`src/rtl/csa_accumulator_if.sv`:
```
// Handshake bundle for csa_accumulator: operand stream in, resolved frame sum out.
// The design is the slave; the producer/consumer side uses the master modport.
interface csa_accumulator_if #(
  parameter int N = 4,
  parameter int W = 8
);
  logic         in_valid;
  logic         in_ready;
  logic [N-1:0] in_data;
  logic         in_last;
  logic         out_valid;
  logic         out_ready;
  logic [W-1:0] out_sum;
  logic         out_ovf;

  modport master (
    output in_valid, in_data, in_last, out_ready,
    input  in_ready, out_valid, out_sum, out_ovf
  );

  modport slave (
    input  in_valid, in_data, in_last, out_ready,
    output in_ready, out_valid, out_sum, out_ovf
  );
endinterface

```
`src/rtl/csa_accumulator.sv`:
```
// Frame accumulator: carry-save running total, chunked carry-propagate resolve at frame end.
// Define CSA_ACC_SINGLE_CYCLE_CPA_EN to resolve with one full-width add instead of CHUNK-wide steps.
module csa_accumulator #(
  parameter int N     = 4,
  parameter int G     = 4,
  parameter int CHUNK = 4
) (
  input logic              clk,
  input logic              rst_n,
  csa_accumulator_if.slave bus
);
  localparam int W = N + G;

  typedef enum logic [1:0] {ACCUM, RESOLVE, DONE} state_t;

  state_t       state_reg;
  logic [W-1:0] s_reg;
  logic [W-1:0] c_reg;
  logic [W-1:0] sum_reg;
  logic [W-1:0] out_sum_reg;
  logic         ovf_reg;
  logic         carry_reg;
  logic         cpa_done_reg;
  logic         in_ready_reg;
  logic         out_valid_reg;
  logic         out_ovf_reg;

  logic [W-1:0] x;
  logic [W-1:0] maj;
  logic         accept;

  assign x      = W'(bus.in_data);
  assign maj    = (s_reg & c_reg) | (s_reg & x) | (c_reg & x);
  assign accept = bus.in_valid & in_ready_reg;

`ifdef CSA_ACC_SINGLE_CYCLE_CPA_EN
  logic [W:0] full_add;
  assign full_add = {1'b0, s_reg} + {1'b0, c_reg};
`else
  localparam int NCH = W / CHUNK;
  localparam int IW  = (NCH > 1) ? $clog2(NCH) : 1;

  generate
    if ((W % CHUNK) != 0) begin : g_chunk_check
      $error("csa_accumulator: W=%0d is not a multiple of CHUNK=%0d", W, CHUNK);
    end
  endgenerate

  logic [IW-1:0] idx_reg;
  logic [CHUNK:0] chunk_add;
  // S and C shift right each step, so the low chunk is always the one being resolved.
  assign chunk_add = {1'b0, s_reg[CHUNK-1:0]} + {1'b0, c_reg[CHUNK-1:0]}
                   + {{CHUNK{1'b0}}, carry_reg};
`endif

  always_ff @(posedge clk or negedge rst_n) begin
    if (!rst_n) begin
      state_reg     <= ACCUM;
      s_reg         <= '0;
      c_reg         <= '0;
      sum_reg       <= '0;
      out_sum_reg   <= '0;
      ovf_reg       <= 1'b0;
      carry_reg     <= 1'b0;
      cpa_done_reg  <= 1'b0;
      in_ready_reg  <= 1'b1;
      out_valid_reg <= 1'b0;
      out_ovf_reg   <= 1'b0;
`ifndef CSA_ACC_SINGLE_CYCLE_CPA_EN
      idx_reg       <= '0;
`endif
    end else begin
      case (state_reg)
        ACCUM: begin
          if (accept) begin
            s_reg   <= s_reg ^ c_reg ^ x;
            c_reg   <= maj << 1;
            ovf_reg <= ovf_reg | maj[W-1];
            if (bus.in_last) begin
              state_reg    <= RESOLVE;
              in_ready_reg <= 1'b0;
            end
          end
        end
        RESOLVE: begin
          if (cpa_done_reg) begin
            out_sum_reg   <= sum_reg;
            out_ovf_reg   <= ovf_reg | carry_reg;
            out_valid_reg <= 1'b1;
            state_reg     <= DONE;
          end else begin
`ifdef CSA_ACC_SINGLE_CYCLE_CPA_EN
            sum_reg      <= full_add[W-1:0];
            carry_reg    <= full_add[W];
            cpa_done_reg <= 1'b1;
`else
            sum_reg   <= (sum_reg >> CHUNK) | (W'(chunk_add[CHUNK-1:0]) << (W - CHUNK));
            s_reg     <= s_reg >> CHUNK;
            c_reg     <= c_reg >> CHUNK;
            carry_reg <= chunk_add[CHUNK];
            if (idx_reg == IW'(NCH - 1)) begin
              cpa_done_reg <= 1'b1;
            end else begin
              idx_reg <= idx_reg + IW'(1);
            end
`endif
          end
        end
        DONE: begin
          if (bus.out_ready) begin
            s_reg         <= '0;
            c_reg         <= '0;
            sum_reg       <= '0;
            ovf_reg       <= 1'b0;
            carry_reg     <= 1'b0;
            cpa_done_reg  <= 1'b0;
            out_valid_reg <= 1'b0;
            in_ready_reg  <= 1'b1;
            state_reg     <= ACCUM;
`ifndef CSA_ACC_SINGLE_CYCLE_CPA_EN
            idx_reg       <= '0;
`endif
          end
        end
        default: state_reg <= ACCUM;
      endcase
    end
  end

  assign bus.in_ready  = in_ready_reg;
  assign bus.out_valid = out_valid_reg;
  assign bus.out_sum   = out_sum_reg;
  assign bus.out_ovf   = out_ovf_reg;
endmodule
```
`src/flat_wrapper.sv`:
```
// flat-port wrapper written by rule: the top's interface ports become plain ports
module csa_accumulator_flat 
#(
  parameter int N     = 4,
  parameter int G     = 4,
  parameter int CHUNK = 4
)
  (clk, rst_n, bus_in_valid, bus_in_data, bus_in_last, bus_out_ready, bus_in_ready, bus_out_valid, bus_out_sum, bus_out_ovf);
  csa_accumulator_if #(.N(N)) bus_i ();
  input logic clk;
  input logic rst_n;
  input wire logic [$bits(bus_i.in_valid)-1:0] bus_in_valid;
  input wire logic [$bits(bus_i.in_data)-1:0] bus_in_data;
  input wire logic [$bits(bus_i.in_last)-1:0] bus_in_last;
  input wire logic [$bits(bus_i.out_ready)-1:0] bus_out_ready;
  output wire logic [$bits(bus_i.in_ready)-1:0] bus_in_ready;
  output wire logic [$bits(bus_i.out_valid)-1:0] bus_out_valid;
  output wire logic [$bits(bus_i.out_sum)-1:0] bus_out_sum;
  output wire logic [$bits(bus_i.out_ovf)-1:0] bus_out_ovf;
  assign bus_i.in_valid = bus_in_valid;
  assign bus_i.in_data = bus_in_data;
  assign bus_i.in_last = bus_in_last;
  assign bus_i.out_ready = bus_out_ready;
  assign bus_in_ready = bus_i.in_ready;
  assign bus_out_valid = bus_i.out_valid;
  assign bus_out_sum = bus_i.out_sum;
  assign bus_out_ovf = bus_i.out_ovf;
  csa_accumulator #(.N(N), .G(G), .CHUNK(CHUNK)) u_core (.clk(clk), .rst_n(rst_n), .bus(bus_i));
endmodule
```
`config.mk`:
```
export PLATFORM = sky130hd
export DESIGN_NAME = csa_accumulator_flat
export DESIGN_NICKNAME = d
export VERILOG_FILES = /design/src/rtl/csa_accumulator_if.sv /design/src/rtl/csa_accumulator.sv /design/src/flat_wrapper.sv
export SDC_FILE = /design/constraint.sdc
export NUM_CORES = 1
export LEC_CHECK = 0
export CAP_MARGIN = 20
export CORE_MARGIN = 5
export CORE_UTILIZATION = 25
export DETAILED_ROUTE_END_ITERATION = 7
export HOLD_SLACK_MARGIN = 0.12
export SYNTH_ARGS = -nofsm -noshare
export SYNTH_HDL_FRONTEND = slang
export SYNTH_SLANG_ARGS = --single-unit
```
`constraint.sdc`:
```
create_clock -name clk -period 4.4 [get_ports clk]
set_input_delay 0.88 -clock clk [delete_from_list [all_inputs] [get_ports clk]]
set_output_delay 0.88 -clock clk [all_outputs]
set_load 0.005 [all_outputs]
```
==> run_results.csv <==
group,metric,value,unit
cells_and_area,insertedDiodeCount,0,
pwr,irDropWorstVdd,0.124,mV
placed_design,io_buffers,19,
outcome,outcome,"complete, no violations",
sta,slew_headroom,38.8,%
setup_path,endpoint_kind,"register",
cts,number_of_clock_buffers_inserted_by_tritoncts,5,
sta,finalWorstPathRequiredPeriod,2.27,ns
hold_path,min_from,"u_core.idx_reg",
setup_path,regToRegStartpoint,"u_core.state_reg[1]",
grt,track_usage,7.84,%
grt,grt_max_degree,42,
floorplanning,core.rowCount,33,
sta,tns,0,ns
placed_design,place_congestion,0.740,
synthesis,yosysSeqAreaShare,47.7,%
hold_path,whs_path_depth,1,
cts,cts_tree,"built",
setup_path,worstSetupPathType,"in2reg",
setup_path,timing.critical_path.from_type,"input port",
cells_and_area,final-instance-count-excl-fill,293,
job,maxcap_violations,0,
floorplanning,floorplan.initialDensity,25.9,%
grt,grt_antenna_before_repair,0,
routing,routed_via_count_divided_by_cell_count,4.31,
synthesis,yosys-top-cells-area,"sky130_fd_sc_hd__dfrtp_1 (46%), sky130_fd_sc_hd__mux2_2 (8.4%), sky130_fd_sc_hd__ha_1 (7.6%)",
sta,final_critical_path_setup_slack,2.13,ns
cts,cts-hold-fix-buffers,0,
cells_and_area,postLayoutCellArea,2560,sq um
setup_path,reg2reg_to,"u_core.c_reg[4]",
sta,timing.final.crit_share,51.5,%
synthesis,synth_cell_area,2150,sq um
routing,drc,0,
routing,first_drt_pass_iteration_count,4,
sta,hold_slack,0.496,ns
synthesis,syn_avg_cell_area,13.0,sq um
placed_design,detailedPlace.worstSlack,1.81,ns
cts,cts-root-to-sink-buffers,2,
cells_and_area,syn_to_final_growth,18.9,%
routing,antenna_violating_nets_post_route,0,
sta,finalClockSkew,0.00758,ns
synthesis,netlist_top_cells_count,"sky130_fd_sc_hd__dfrtp_1 (40), sky130_fd_sc_hd__mux2_2 (16), sky130_fd_sc_hd__a22o_1 (14)",
routing,routedWlPerCell,12.8,um
routing,route.final.wire_length,3760,um
placed_design,placed_cell_count,285,
cells_and_area,final_layout_size_suffix_gt1_share,21.8,%
floorplanning,io_pins,20,
grt,remaining_global_route_overflow,0,
cts,post_cts_resized,0,
cts,ctsHtreeMaxLevel,2,
synthesis,synth_edf_count,0,
sta,setup_viol,0,
synthesis,dominant_cell_by_count_in_the_synthesized_netlist,"sky130_fd_sc_hd__dfrtp_1",
synthesis,synthCells,166,
synthesis,synth.largest_area_cell,"sky130_fd_sc_hd__dfrtp_1",
sta,slew_viol_final,0,
cells_and_area,design.final.nets,215,
pwr,powerDensity,278,nW/um^2
floorplanning,die_w,103,um
synthesis,synthesis.nets,194,
cts,post_cts_buffers,0,
synthesis,synthesis.yosys.warnings,0,
sta,rsz0062_at_grt,"no",
cts,clock_sinks,41,
synthesis,synth_flop_cell,"sky130_fd_sc_hd__dfrtp_1",
sta,max_freq,441,MHz
sta,hold_violations,0,
setup_path,ff2ff_path_depth,6,
cts,path_clk_slew,0.08,ns
setup_path,crit_required,4.58,ns
hold_path,hp-class,"reg2reg",
synthesis,netlist.area_leader.share,46.5,%
synthesis,ys_async_sr_fraction,100,%
placed_design,dpl.hpwl,2740,um
cts,clockRootBuffer,"sky130_fd_sc_hd__clkbuf_8",
floorplanning,die_area,10600,sq um
grt,wire_length_of_the_first_global_routing_pass,6420,um
setup_path,critical_path_arrival,2.45,ns
sta,tightest_slew,0.917,ns
grt,via_count_of_the_first_global_routing_pass,1283,
setup_path,r2r_slack,2.14,ns
placed_design,placed_area,2440,sq um
cts,insertion_delay,0.29,ns
synthesis,ys_ff_latch,41,
synthesis,netlist-cell-type-count,32,
floorplanning,placeableCoreArea,8300,sq um
routing,drt_iter0_markers,23,
pwr,p_leak,1.24,nW
floorplanning,die_h,103,um
hold_path,min_to,"u_core.idx_reg",
routing,vias,1263,
setup_path,critical_path_peak_fanout,16,
## worst max-delay path, cell delays in order
cell and delay [ns]:
sky130_fd_sc_hd__clkdlybuf4s50_1 0.57, sky130_fd_sc_hd__nor2b_4 0.09, sky130_fd_sc_hd__nor4b_4 0.24, sky130_fd_sc_hd__buf_4 0.31, sky130_fd_sc_hd__mux2_2 0.36
## cell families (layout without fill, tap and decap cells)
group	after synthesis	in the layout	share of synthesized area, %
AO/OA/AOI/OAI	31	31	11.6
XOR/XNOR	1	1	0.407
adder cells (fa/ha/maj)	19	19	13.1
buffers and inverters	17	39	3.49
flip-flops	41	41	47.7
multiplexers	27	27	15.3
AND/OR/NAND/NOR	30	30	8.31
## cells in the final DEF, fill, tap and decap left out
| cell | count |
|---|---|
| sky130_fd_sc_hd__a2111oi_2 | 1 |
| sky130_fd_sc_hd__a211o_2 | 1 |
| sky130_fd_sc_hd__a21bo_2 | 1 |
| sky130_fd_sc_hd__a21boi_2 | 1 |
| sky130_fd_sc_hd__a21o_1 | 3 |
| sky130_fd_sc_hd__a21oi_1 | 5 |
| sky130_fd_sc_hd__a22o_1 | 14 |
| sky130_fd_sc_hd__a2bb2oi_1 | 1 |
| sky130_fd_sc_hd__a32o_1 | 1 |
| sky130_fd_sc_hd__and2_0 | 1 |
| sky130_fd_sc_hd__and2b_2 | 1 |
| sky130_fd_sc_hd__buf_2 | 1 |
| sky130_fd_sc_hd__buf_4 | 1 |
| sky130_fd_sc_hd__bufinv_16 | 1 |
| sky130_fd_sc_hd__clkbuf_1 | 1 |
| sky130_fd_sc_hd__clkbuf_8 | 6 |
| sky130_fd_sc_hd__clkdlybuf4s50_1 | 18 |
| sky130_fd_sc_hd__dfrtp_1 | 40 |
| sky130_fd_sc_hd__dfstp_2 | 1 |
| sky130_fd_sc_hd__fa_1 | 6 |
| sky130_fd_sc_hd__ha_1 | 13 |
| sky130_fd_sc_hd__inv_1 | 11 |
| sky130_fd_sc_hd__mux2_2 | 16 |
| sky130_fd_sc_hd__mux2_4 | 8 |
| sky130_fd_sc_hd__mux2i_1 | 3 |
| sky130_fd_sc_hd__nand2_1 | 7 |
| sky130_fd_sc_hd__nand3_1 | 3 |
| sky130_fd_sc_hd__nand3b_1 | 1 |
| sky130_fd_sc_hd__nor2_1 | 6 |
| sky130_fd_sc_hd__nor2b_1 | 8 |
| sky130_fd_sc_hd__nor2b_4 | 1 |
| sky130_fd_sc_hd__nor3_1 | 1 |
| sky130_fd_sc_hd__nor4b_4 | 1 |
| sky130_fd_sc_hd__o21ai_0 | 3 |
| sky130_fd_sc_hd__xor2_1 | 1 |
## routing by layer
layer | GRT usage (%) | vias up | wire length [um]
met4 | 2.69 | 0 | 51
met3 | 2.77 | 6 | 194
met5 | 0 | - | 0
met2 | 12.0 | 17 | 1680
met1 | 10.3 | 617 | 1830
li1 | - | 623 | -
## through the flow
stage	utilization [%]	power, W
after floorplan	-	0.000389
after global placement	29.4	0.000406
after detailed placement	29.4	0.000406
after CTS	30.8	0.000722
after global routing	30.8	0.000743
final	30.8	0.000711
## how the worst max path moves through the flow
stage	from	to	slack, ns	depth (start not counted)
finish	bus_out_ready	u_core.c_reg[4]	2.13	5
global route	u_core.state_reg[1]	u_core.c_reg[4]	2.01	6
CTS	u_core.state_reg[1]	u_core.s_reg[6]	2.12	6
detailed placement	bus_out_ready	u_core.s_reg[6]	1.81	5
global placement	bus_out_ready	u_core.s_reg[6]	1.82	5
floorplan	bus_in_valid	u_core.c_reg[5]	2.40	4
## area by class of cell
cell class              instances  area (sq um)
multi-input cells             108          1050
clock buffers                   7          86.3
clock inverters                 1          30.0
well taps                     105           131
repair buffers                 20           193
fillers                       846          5740
inverters                      11          41.3
flip-flops and latches         41          1030
## power breakdown
part	internal [W]	switching [W]	leakage [nW]	total, W
Clock	0.000185	0.000129	0.0585	0.000314
Combinational	0.00000897	0.0000118	0.636	0.0000208
Sequential	0.000376	0	0.549	0.000376
Power figures use the tool's default switching activity.
